### src/rtl/onehot_decoder_pkg.sv
// Shared decoder/encoder definitions.
//   state_t : decoder FSM states
//   clog2   : ceil(log2(v)), 0 for v<=1
//   idx_w   : index width for an N-wide vector, never below 1
package decoder_pkg;

    typedef enum logic [1:0] {
        IDLE  = 2'd0,
        DWELL = 2'd1,
        WAIT  = 2'd2
    } state_t;

    function automatic int clog2(input int v);
        int r;
        r = 0;
        for (int i = 0; i < 31; i++) begin
            if ((1 << i) < v) r = i + 1;
        end
        return r;
    endfunction

    function automatic int idx_w(input int n);
        return (clog2(n) < 1) ? 1 : clog2(n);
    endfunction

endpackage

### src/rtl/onehot_decoder_if.sv
// Request/response bundle for onehot_decoder.
//   in_valid/in_ready/in_index/in_none : encoded index request
//   out_valid/out_ready/out_vec/out_err : decoded vector response
// slave = decoder side, master = producer/consumer side.
interface onehot_decoder_if
    import decoder_pkg::*;
#(
    parameter int N = 16
);
    localparam int W = idx_w(N);

    logic         in_valid;
    logic         in_ready;
    logic [W-1:0] in_index;
    logic         in_none;
    logic         out_valid;
    logic         out_ready;
    logic [N-1:0] out_vec;
    logic         out_err;

    modport slave (
        input  in_valid, in_index, in_none, out_ready,
        output in_ready, out_valid, out_vec, out_err
    );

    modport master (
        output in_valid, in_index, in_none, out_ready,
        input  in_ready, out_valid, out_vec, out_err
    );

endinterface

### src/rtl/onehot_decoder_bin2onehot.sv
// Combinational binary index to one-hot vector.
//   index    : binary index
//   vec      : one-hot vector, all-zero when index >= N
//   in_range : index < N
module bin2onehot #(
    parameter int N = 16,
    parameter int W = 4
) (
    input  logic [W-1:0] index,
    output logic [N-1:0] vec,
    output logic         in_range
);

    // Compare against every legal position so that non-power-of-two N
    // naturally flags the unused upper codes as out of range.
    always_comb begin
        vec      = '0;
        in_range = 1'b0;
        for (int i = 0; i < N; i++) begin
            if (index == W'(i)) begin
                vec[i]   = 1'b1;
                in_range = 1'b1;
            end
        end
    end

endmodule

### src/rtl/onehot_decoder.sv
// Handshaked, registered binary-to-one-hot decoder with minimum dwell.
//   clk, rst : clock, synchronous active-high reset
//   bus      : onehot_decoder_if slave (request in, vector out)
//   busy     : FSM not idle
// A vector is presented for at least HOLD cycles, then retired on
// out_valid & out_ready; a new request may be taken on the retire cycle.
module onehot_decoder
    import decoder_pkg::*;
#(
    parameter int N    = 16,
    parameter int HOLD = 1
) (
    input  logic             clk,
    input  logic             rst,
    onehot_decoder_if.slave  bus,
    output logic             busy
);

    localparam int     W       = idx_w(N);
    localparam int     CW      = clog2(HOLD) + 1;
    // With HOLD=1 there is nothing to dwell on, go straight to WAIT.
    localparam state_t LOAD_ST = (HOLD > 1) ? DWELL : WAIT;

    state_t          state;
    state_t          state_nx;
    logic [CW-1:0]   cnt;
    logic [N-1:0]    vec_q;
    logic            err_q;
    logic [N-1:0]    dec_vec;
    logic            dec_ok;
    logic            accept;
    logic            retire;

    bin2onehot #(.N(N), .W(W)) u_dec (
        .index    (bus.in_index),
        .vec      (dec_vec),
        .in_range (dec_ok)
    );

    assign accept = bus.in_valid && bus.in_ready;
    assign retire = (state == WAIT) && bus.out_ready;

    // State register
    always_ff @(posedge clk) begin
        if (rst) state <= IDLE;
        else     state <= state_nx;
    end

    // Next state
    always_comb begin
        state_nx = state;
        case (state)
            IDLE:  if (accept) state_nx = LOAD_ST;
            // <= 1 rather than == 1 so a corrupted cnt cannot stall here
            DWELL: if (cnt <= CW'(1)) state_nx = WAIT;
            WAIT:  if (bus.out_ready) state_nx = accept ? LOAD_ST : IDLE;
            default: state_nx = IDLE;
        endcase
    end

    // Outputs decoded from state
    always_comb begin
        bus.in_ready  = !rst && (state == IDLE || (state == WAIT && bus.out_ready));
        bus.out_valid = (state != IDLE);
        busy          = (state != IDLE);
    end

    // Dwell counter and output vector registers
    always_ff @(posedge clk) begin
        if (rst) begin
            cnt   <= '0;
            vec_q <= '0;
            err_q <= 1'b0;
        end else if (accept) begin
            cnt   <= CW'(HOLD - 1);
            vec_q <= (bus.in_none || !dec_ok) ? '0 : dec_vec;
            err_q <= !bus.in_none && !dec_ok;
        end else begin
            if (state == DWELL) cnt <= cnt - 1'b1;
            // Clear on retire so out_vec is never left stale in IDLE
            if (retire) begin
                vec_q <= '0;
                err_q <= 1'b0;
            end
        end
    end

    assign bus.out_vec = vec_q;
    assign bus.out_err = err_q;

endmodule

### src/flat_wrapper.sv
// flat-port wrapper written by rule: the top's interface ports become plain ports
module onehot_decoder_flat import decoder_pkg::*;
#(
    parameter int N    = 16,
    parameter int HOLD = 1
)
  (clk, rst, busy, bus_in_valid, bus_in_index, bus_in_none, bus_out_ready, bus_in_ready, bus_out_valid, bus_out_vec, bus_out_err);
  onehot_decoder_if #(.N(N)) bus_i ();
  input  logic clk;
  input  logic rst;
  output logic busy;
  input wire logic [$bits(bus_i.in_valid)-1:0] bus_in_valid;
  input wire logic [$bits(bus_i.in_index)-1:0] bus_in_index;
  input wire logic [$bits(bus_i.in_none)-1:0] bus_in_none;
  input wire logic [$bits(bus_i.out_ready)-1:0] bus_out_ready;
  output wire logic [$bits(bus_i.in_ready)-1:0] bus_in_ready;
  output wire logic [$bits(bus_i.out_valid)-1:0] bus_out_valid;
  output wire logic [$bits(bus_i.out_vec)-1:0] bus_out_vec;
  output wire logic [$bits(bus_i.out_err)-1:0] bus_out_err;
  assign bus_i.in_valid = bus_in_valid;
  assign bus_i.in_index = bus_in_index;
  assign bus_i.in_none = bus_in_none;
  assign bus_i.out_ready = bus_out_ready;
  assign bus_in_ready = bus_i.in_ready;
  assign bus_out_valid = bus_i.out_valid;
  assign bus_out_vec = bus_i.out_vec;
  assign bus_out_err = bus_i.out_err;
  onehot_decoder #(.N(N), .HOLD(HOLD)) u_core (.clk(clk), .rst(rst), .bus(bus_i), .busy(busy));
endmodule
### config.mk
export PLATFORM = sky130hd
export DESIGN_NAME = onehot_decoder_flat
export DESIGN_NICKNAME = d
export VERILOG_FILES = /design/src/rtl/onehot_decoder_pkg.sv /design/src/rtl/onehot_decoder_if.sv /design/src/rtl/onehot_decoder_bin2onehot.sv /design/src/rtl/onehot_decoder.sv /design/src/flat_wrapper.sv
export SDC_FILE = /design/constraint.sdc
export NUM_CORES = 1
export LEC_CHECK = 0
export BUFFER_PORTS_ARGS = -buffer_cell sky130_fd_sc_hd__buf_2
export CAP_MARGIN = 0
export CORE_MARGIN = 2
export CORE_UTILIZATION = 32
export CTS_BUF_LIST = sky130_fd_sc_hd__clkbuf_8
export CTS_CLUSTER_DIAMETER = 80
export DETAILED_ROUTE_END_ITERATION = 10
export PLACE_DENSITY = 0.67
export SYNTH_ARGS = -nofsm -noshare
export SYNTH_HDL_FRONTEND = slang
export SYNTH_SLANG_ARGS = --single-unit
### constraint.sdc
create_clock -name clk -period 1.5 [get_ports clk]
set_input_delay 0.3 -clock clk [delete_from_list [all_inputs] [get_ports clk]]
set_output_delay 0.3 -clock clk [all_outputs]
set_load 0.05 [all_outputs]
==> results of run 1 <==
## cells by family (layout without fill, tap and decap cells)
group / count (synthesis) / count (layout) / share of synthesized area
simple gates: 17 / 17 / 0.159
compound gates: 17 / 17 / 0.248
flops: 18 / 18 / 0.540
buf+inv: 4 / 33 / 0.0525
## state kept, by name, summed over array words and instances (netlist names)
name                cells
u_core.bus.out_vec     16
u_core.state            1
u_core.bus.out_err      1
## area by class of cell
cell class / instances / area, um2 / share of cell area
well taps: 27 / 33.8 / 0.0387
multi-input cells: 34 / 274 / 0.314
flip-flops and latches: 18 / 362 / 0.415
clock buffers: 4 / 55.1 / 0.0631
repair buffers: 29 / 148 / 0.169
## layer usage
metal,share of wire,vias up,track usage
met5,0,-,0
met4,0.020,0,0.0833
met3,0.039,2,0.0242
met2,0.50,11,0.207
met1,0.44,257,0.119
li1,-,273,-
## stage by stage
stage               power (uW)  hold slack (ns)
floorplan                  576            0.365
global placement           600            0.443
detailed placement         600            0.447
CTS                        984            0.280
global route              1010            0.301
finish                     971            0.287
## worst reg2reg max path, delay by kind of cell, from the launching register on
family	cells	cell delay (ns)
AOI/OAI and AO/OA	1	0.28
DFF	1	0.33
and+or+nand+nor	2	0.70
## cells in the final DEF, fill, tap and decap left out, types with 2 or more instances in the layout
cell type,synthesis,final
a22o_1,4,4
a32o_1,12,12
and2_1,2,2
buf_2,1,28
clkbuf_8,0,4
dfxtp_1,18,17
nor2_1,6,5
nor2b_1,4,4
## power by group through the flow
stage	Combinational [uW]	Clock (uW)	Sequential [uW]
2_1_floorplan	60.8	0	515
3_3_place_gp	103	0	497
3_5_place_dp	103	0	497
4_1_cts	103	395	486
5_1_grt	110	411	487
6_report	102	382	486
## worst paths after layout
kind	start	to	slack [ns]	cells after the start
min	rst	u_core.state[1]$_SDFFE_PP0P_	0.29	2
max	u_core.state[1]$_SDFFE_PP0P_	u_core.bus.out_vec[5]$_SDFFE_PP0P_	0.13	3
min reg2reg	u_core.bus.out_err$_SDFFE_PP0P_	u_core.bus.out_err$_SDFFE_PP0P_	0.46	1
max reg2reg	u_core.state[1]$_SDFFE_PP0P_	u_core.bus.out_vec[5]$_SDFFE_PP0P_	0.13	3
==> run summary, run 1 <==
Status = finished, final reports clean
Critical Path Fanout Max = 12
GRT Residual Overflow = 0
RSZ-0062 raised after global routing = no
Max-cap violations = 0
Pwr/cell area = 1110 nW/um2
Post-Syn Nets = 65
Ys async rst share = 0
Net Sw Power = 225 uW
WL final = 1340 um
Final Hold Vio Count = 0
Crit path max-delay cell type = nor3_2
Detailed Route Iter0 Violations = 11
Number of synthesized flops with an enable pin = 0
Vias in the first global route = 520
Crit Path Category = flip-flop to flip-flop
Synth area leaders = dfxtp_1, a32o_1, a22o_1
Mapped Area = 667 um2
Peak VDD IR = 0.588 mV
Combinational power share = 0.105
CTS sink cnt = 18
Post-CTS sizing = 0
Post-DP HPWL = 1030 um
Top-count cell post-synth = dfxtp_1
Internal = 746 uW
Die area = 2470 um2
Cell accounting for the most synthesized area = dfxtp_1
Antenna diodes = 0
Post-synthesis cell type count = 15
Max Clock Freq = 732 MHz
Clk_lat worst skew = 0.25 ns
Register area share after synthesis = 0.540
Final setup violation count = 0
Nets = 95
Yosys reg bits = 18
Post-CTS setup buffer count = 0
Die span in x = 49.7 um
Final setup TNS = 0 ns
TritonRoute pass-1 iters = 4
Bufs and invs on worst path = 0
Vias post-DR = 543
Global-route wire length before repair = 2180 um
Hold-fix buffers, CTS = 0
DRC = 0
Cts bufs inserted = 3
Area growth syn-to-layout = 30.8%
Clock Skew = 0.00158 ns
Worst Setup Slack, final = 0.134 ns
Max_slew headroom = 0.549
CP required = 1.69 ns
Commonest cells post-synth = dfxtp_1, a32o_1, nor2_1
Sw frac = 0.231
Antenna Nets Post-Route = 0
Top cell type's share of synthesized area = 0.540
Inst Count DP = 108
I/O pin count = 29
Crit-path cells = nor2b_4 -> nor3_2 -> a32o_1
Port bufs = 28
Std cell rows = 16
Sequential share of power = 0.501
Lkg Pwr = 0.000402 uW
Clock-pin slew of the registers on the worst-case setup and hold paths = 0.06 ns
WL/cell = 11.9 um
FILL cells = 208
Worst Max-Slew Pin Slew = 0.672 ns
Clock Root Buffer = clkbuf_8
Post-Layout Cell Count = 112
All-layer global routing usage = 0.116
Synthesis Warnings = 0
Period utilization = 0.911
Design area = 872 um2
Initial antenna violation count = 0
HP Class = input pin to flip-flop
Setup crit end kind = flip-flop
CP delay by family, top = simple AND/OR/NAND/NOR gates
Post-DR vias/cell = 4.85
Core area = 1960 um2
Placed Area = 817 um2
Clock Power Share = 0.394
Share of cells above drive strength 1 = 0.447
Max-slew violation total from the final report = 0
Starting density of the core = 0.340
Largest net degree at the start of global routing = 18
Ys flop type = dfxtp_1
Syn Inst Count = 56
Final Util = 0.445
Max clock buf depth = 2
CTS H-tree depth = 1
TritonCTS clock tree = done
Worst setup SP type = flip-flop
Crit path arrival time = 1.55 ns
Final Critical Period = 1.37 ns
Gpl congestion = 0.667
Die Ht = 49.7 um
Largest stage delay on the critical path = 0.56 ns
Setup WS pre-CTS = 0.0717 ns
Syn_area_per_cell = 11.9 um2
Note: power is estimated with default switching activity, not from simulation.
==> inputs of run 2 (changes only) <==
--- a/config.mk
+++ b/config.mk
@@ -5,14 +5,14 @@
 export SDC_FILE = /design/constraint.sdc
 export NUM_CORES = 1
 export LEC_CHECK = 0
+export ABC_AREA = 1
 export BUFFER_PORTS_ARGS = -buffer_cell sky130_fd_sc_hd__buf_2
 export CAP_MARGIN = 0
-export CORE_MARGIN = 2
 export CORE_UTILIZATION = 32
 export CTS_BUF_LIST = sky130_fd_sc_hd__clkbuf_8
 export CTS_CLUSTER_DIAMETER = 80
 export DETAILED_ROUTE_END_ITERATION = 10
-export PLACE_DENSITY = 0.67
+export PLACE_DENSITY = 0.63
 export SYNTH_ARGS = -nofsm -noshare
 export SYNTH_HDL_FRONTEND = slang
 export SYNTH_SLANG_ARGS = --single-unit
==> run 2 against run 1 <==
Net effect:
- cell count rose by 62%
- sequential power hardly changed
- routed wire length is 42% higher
- critical path depth increased by 1
- largest cell class is now multi-input gates
- via count is 57% higher
- cell area up 26%
- sequential share of layout area decreased by 8.5 points
- first-iteration DRC count is 45% higher
- global-route usage rose by 1.7 points
- register-to-register slack better by 0.20 ns
- core utilization is 4.4 points lower
==> run summary, run 2 <==
Clk_lat worst skew = 0.25 ns
WL/cell = 10.4 um
Yosys reg bits = 18
Register area share after synthesis = 0.393
Max_slew headroom = 0.804
Commonest cells post-synth = nand3_1, nand2_1, nor2_1
Placed Area = 1050 um2
HP Class = input pin to flip-flop
Mapped Area = 916 um2
WL final = 1890 um
Port bufs = 28
Max-slew violation total from the final report = 0
Period utilization = 0.891
GR peak layer = met2
FILL cells = 291
Design area = 1090 um2
CP required = 1.20 ns
Worst Max-Slew Pin Slew = 0.294 ns
Crit path arrival time = 1.04 ns
Ys async rst share = 0
Final setup violation count = 0
Max-cap violations = 0
Antenna Nets Post-Route = 0
CTS H-tree depth = 1
Met2 GRT Util = 0.200
Reg-to-reg startpoint = u_core.state[1]$_SDFFE_PP0P_
Pwr/cell area = 856 nW/um2
Peak VDD IR = 0.404 mV
Gpl congestion = 0.741
Commonest non-fill, non-tap cell in the layout = buf_2
RR Endpoint = u_core.bus.out_vec[1]$_SDFFE_PP0P_
Lkg Pwr = 0.000471 uW
TritonRoute pass-1 iters = 4
Clock-pin slew of the registers on the worst-case setup and hold paths = 0.06 ns
Share of cells above drive strength 1 = 0.367
Final Critical Period = 1.34 ns
Worst reg2reg path depth = 5
Final setup TNS = 0 ns
Worst Setup Slack, final = 0.164 ns
GRT met1 Usage = 0.182
Post-DP HPWL = 1480 um
Reg2Reg Setup Slack = 0.33 ns
Number of synthesized flops with an enable pin = 0
Area growth syn-to-layout = 19.5%
Core area = 2730 um2
Std cell rows = 19
Cts bufs inserted = 3
Critical Path Fanout Max = 4
Top-count cell post-synth = nand3_1
Die Ht = 55.5 um
Vias in the first global route = 757
Die span in x = 55.5 um
Critical Path Source = u_core.state[1]$_SDFFE_PP0P_
Most frequent cells in the layout = buf_2, nand3_1, nand2_1, nor2_1, dfxtp_1
Met3 usage = 0.0234
Top cell type's share of synthesized area = 0.393
Vias post-DR = 855
Clock Skew = 0.00201 ns
Post-Syn Nets = 132
Initial antenna violation count = 0
Ys flop type = dfxtp_1
Detailed Route Iter0 Violations = 16
I/O pin count = 29
Setup WS pre-CTS = 0.242 ns
Post-CTS sizing = 0
Post-DR vias/cell = 4.72
Max clock buf depth = 2
Global-route wire length before repair = 3280 um
Hold-fix buffers, CTS = 0
CTS sink cnt = 18
Nets = 161
Cell accounting for the most synthesized area = dfxtp_1
Syn Inst Count = 123
Post-CTS setup buffer count = 0
GRT Residual Overflow = 0
Die area = 3080 um2
Largest net degree at the start of global routing = 20
Starting density of the core = 0.335
Setup crit end = bus_in_ready
Syn_area_per_cell = 7.45 um2
Status = finished, final reports clean
Synthesis Warnings = 0
DRC = 0
Synth area leaders = dfxtp_1, nand3_1, a21oi_2
All-layer global routing usage = 0.133
Clock Root Buffer = clkbuf_8
RSZ-0062 raised after global routing = no
Max FFs per register = 16
Final Hold Vio Count = 0
Setup crit end kind = output port
Crit Path Category = flip-flop to output port
Max Clock Freq = 748 MHz
Antenna diodes = 0
TritonCTS clock tree = done
Worst setup SP type = flip-flop
Post-synthesis cell type count = 15
## run 2: cell types whose count changed in the layout (fill, tap and decap cells not counted), moves of 4 or more
cell,previous run,this run
a21oi_1,0,7
a22o_1,4,0
inv_1,0,8
a21oi_2,0,10
nand2_1,1,20
nor2_1,5,20
nor2b_1,4,0
a32o_1,12,0
nand3_1,0,21
nand2_2,0,9
## run 2: kinds of logic (layout without fill, tap and decap cells)
kind of cell | after synthesis | in the layout | share of synthesized area
and+or+nand+nor | 72 | 72 | 0.365
DFF | 18 | 18 | 0.393
AOI/OAI and AO/OA | 17 | 17 | 0.134
buffers and inverters | 16 | 43 | 0.108
## run 2: routing by layer
| metal | routed length (um) | part of all wire | up-vias |
|---|---|---|---|
| li1 | - | - | 451 |
| met2 | 852 | 0.45 | 28 |
| met3 | 80 | 0.042 | 4 |
| met4 | 40 | 0.021 | 0 |
| met1 | 917 | 0.48 | 372 |
| met5 | 0 | 0 | - |
## run 2: worst min path at each step
stage	from	to	slack, ns	cells past startpoint
after floorplan	bus_in_none	u_core.bus.out_vec[10]$_SDFFE_PP0P_	0.47	3
after global placement	u_core.bus.out_err$_SDFFE_PP0P_	u_core.bus.out_err$_SDFFE_PP0P_	0.45	2
after detailed placement	u_core.bus.out_err$_SDFFE_PP0P_	u_core.bus.out_err$_SDFFE_PP0P_	0.45	2
after CTS	bus_in_none	u_core.bus.out_vec[8]$_SDFFE_PP0P_	0.37	4
after global routing	bus_in_none	u_core.bus.out_vec[10]$_SDFFE_PP0P_	0.38	4
final	bus_in_none	u_core.bus.out_vec[8]$_SDFFE_PP0P_	0.37	4
## run 2: critical path: stages (launching register included)
cell and delay, ns:
dfxtp_1 0.33, nand2_2 0.11, nand2_1 0.06, inv_1 0.04, buf_2 0.24
## run 2: stage by stage
| stage | hold slack (ns) | utilization | total power [uW] | std cells |
|---|---|---|---|---|
| after detailed placement | 0.449 | 0.385 | 621 | 178 |
| after global routing | 0.384 | 0.400 | 968 | 181 |
| after global placement | 0.451 | 0.385 | 620 | 178 |
| after CTS | 0.369 | 0.400 | 944 | 181 |
| final | 0.373 | 0.400 | 937 | 181 |
| after floorplan | 0.466 | - | 597 | 123 |
## run 2: report_power, final
part | leakage, uW | total (uW) | switching [uW] | internal [uW]
sequential | 0.000145 | 485 | 2.57 | 482
clock | 0.0000216 | 326 | 147 | 178
combinational | 0.000304 | 127 | 95.0 | 31.7
## run 2: cell type report
class	count	area, um2	share of cell area
Multi-Input combinational cell	89	457	0.417
Sequential cell	18	360	0.329
Timing Repair Buffer	30	155	0.142
Inverter	10	42.5	0.0389
Clock buffer	3	41.3	0.0377
Tap cell	31	38.8	0.0354
==> inputs of run 3 (changes only) <==
--- a/config.mk
+++ b/config.mk
@@ -9,9 +9,10 @@
 export BUFFER_PORTS_ARGS = -buffer_cell sky130_fd_sc_hd__buf_2
 export CAP_MARGIN = 0
 export CORE_UTILIZATION = 32
-export CTS_BUF_LIST = sky130_fd_sc_hd__clkbuf_8
+export CTS_BUF_LIST = sky130_fd_sc_hd__clkbuf_4
 export CTS_CLUSTER_DIAMETER = 80
 export DETAILED_ROUTE_END_ITERATION = 10
+export HOLD_SLACK_MARGIN = 0.05
 export PLACE_DENSITY = 0.63
 export SYNTH_ARGS = -nofsm -noshare
 export SYNTH_HDL_FRONTEND = slang
==> run 3 against run 2 <==
Net effect:
- cell area shrank 1.7%
- setup slack lost 0.043 ns
- flip-flop and latch count is the same
- combinational power is essentially flat
- critical path type unchanged
==> run summary, run 3 (synthesis results as in run 2) <==
Final setup violation count = 0
Reg2Reg Setup Slack = 0.33 ns
Largest stage delay on the critical path = 0.34 ns
Max-cap violations = 0
Largest net degree at the start of global routing = 20
Commonest non-fill, non-tap cell in the layout = buf_2
Reg-to-reg startpoint = u_core.state[1]$_SDFFE_PP0P_
Post-CTS setup buffer count = 0
Status = finished, final reports clean
CP delay by family, top = flip-flops
Die Ht = 55.5 um
CTS H-tree depth = 1
Crit Path Category = flip-flop to output port
Pwr/cell area = 778 nW/um2
Post-CTS sizing = 0
Vias post-DR = 850
WL final = 1870 um
Post-DR vias/cell = 4.70
Crit-path cells = nand2_2 -> nand2_1 -> inv_1 -> buf_2
Bufs and invs on worst path = 2
Die span in x = 55.5 um
TritonRoute pass-1 iters = 5
Worst Max-Slew Pin Slew = 0.288 ns
Most frequent cells in the layout = buf_2, nand3_1, nand2_1, nor2_1, dfxtp_1
All-layer global routing usage = 0.131
HP Class = input pin to flip-flop
Port bufs = 28
Clock Root Buffer = clkbuf_4
CTS sink cnt = 18
DRC = 0
Share of cells above drive strength 1 = 0.367
Hold-fix buffers, CTS = 0
Critical Path Fanout Max = 4
Hold Slack = 0.338 ns
Detailed Route Iter0 Violations = 12
Gpl congestion = 0.741
Antenna Nets Post-Route = 0
Setup crit end kind = output port
Std cell rows = 19
CP required = 1.20 ns
Post-DP HPWL = 1480 um
Sink of the worst hold path = u_core.state[1]$_SDFFE_PP0P_
Max FFs per register = 16
Final setup TNS = 0 ns
Lkg Pwr = 0.000463 uW
WL/cell = 10.3 um
Clock Skew = 0.00402 ns
Max-slew violation total from the final report = 0
Antenna diodes = 0
Clock-pin slew of the registers on the worst-case setup and hold paths = 0.09 ns
Crit path arrival time = 1.08 ns
I/O pin count = 29
Worst setup SP type = flip-flop
Clk_lat worst skew = 0.28 ns
TritonCTS clock tree = done
Initial antenna violation count = 0
Max clock buf depth = 2
Crit path max-delay cell type = dfxtp_1
Worst Hold Path Cells = 4
Period utilization = 0.919
Peak VDD IR = 0.467 mV
Max Clock Freq = 725 MHz
Global-route wire length before repair = 3280 um
Final Hold Vio Count = 0
GRT Residual Overflow = 0
Core area = 2730 um2
Nets = 161
Max_slew headroom = 0.807
Starting density of the core = 0.335
Cts bufs inserted = 3
RSZ-0062 raised after global routing = no
Vias in the first global route = 769
Worst Hold Launch = bus_out_ready
Worst reg2reg path depth = 5
Area growth syn-to-layout = 17.5%
Final Critical Period = 1.38 ns
Die area = 3080 um2
RR Endpoint = u_core.bus.out_vec[14]$_SDFFE_PP0P_
run 3: cell count changes in the layout (fill, tap and decap cells not counted):
cell / previous run / this run
clkbuf_4: 0 / 3
clkbuf_8: 3 / 0
run 3: where the power goes:
group | internal [uW] | switching (uW)
registers | 481 | 2.57
logic | 31.7 | 94.9
clock network | 93.2 | 133
total | 606 | 231
run 3: stage by stage:
| stage | util | std cells | area, um2 | total power, uW | setup WS, ns |
|---|---|---|---|---|---|
| 2_1_floorplan | - | 123 | 916 | 597 | 0.0904 |
| 3_3_place_gp | 0.385 | 178 | 1050 | 620 | 0.262 |
| 3_5_place_dp | 0.385 | 178 | 1050 | 621 | 0.242 |
| 4_1_cts | 0.394 | 181 | 1080 | 845 | 0.103 |
| 5_1_grt | 0.394 | 181 | 1080 | 873 | 0.0568 |
| 6_report | 0.394 | 181 | 1080 | 837 | 0.121 |
run 3: routing by layer:
| metal | track usage | vias up | part of all wire |
|---|---|---|---|
| met4 | 0.0643 | 0 | 0.018 |
| met3 | 0.0164 | 4 | 0.038 |
| met1 | 0.182 | 370 | 0.49 |
| met2 | 0.198 | 24 | 0.45 |
| li1 | - | 452 | - |
| met5 | 0 | - | 0 |
run 3: how the worst max path moves through the flow:
stage	from	to	slack, ns	cells after the start
3_3_place_gp	bus_out_ready	u_core.bus.out_vec[15]$_SDFFE_PP0P_	0.26	7
5_1_grt	u_core.state[1]$_SDFFE_PP0P_	bus_in_ready	0.06	4
3_5_place_dp	bus_out_ready	u_core.bus.out_vec[15]$_SDFFE_PP0P_	0.24	7
2_1_floorplan	u_core.state[1]$_SDFFE_PP0P_	u_core.bus.out_vec[12]$_SDFFE_PP0P_	0.09	4
6_report	u_core.state[1]$_SDFFE_PP0P_	bus_in_ready	0.12	4
4_1_cts	u_core.state[1]$_SDFFE_PP0P_	bus_in_ready	0.10	4
run 3: worst reg2reg max path: stages, from the launching register on:
cell and delay (ns):
dfxtp_1 0.34, nand2_2 0.11, nand3_4 0.20, inv_4 0.24
nand2_1 0.10, a21oi_1 0.13
run 3: final cells by class:
class | instances | area [um2]
fillers | 293 | 1660
multi-input cells | 89 | 457
clock buffers | 3 | 22.5
repair buffers | 30 | 155
well taps | 31 | 38.8
inverters | 10 | 42.5
flip-flops and latches | 18 | 360
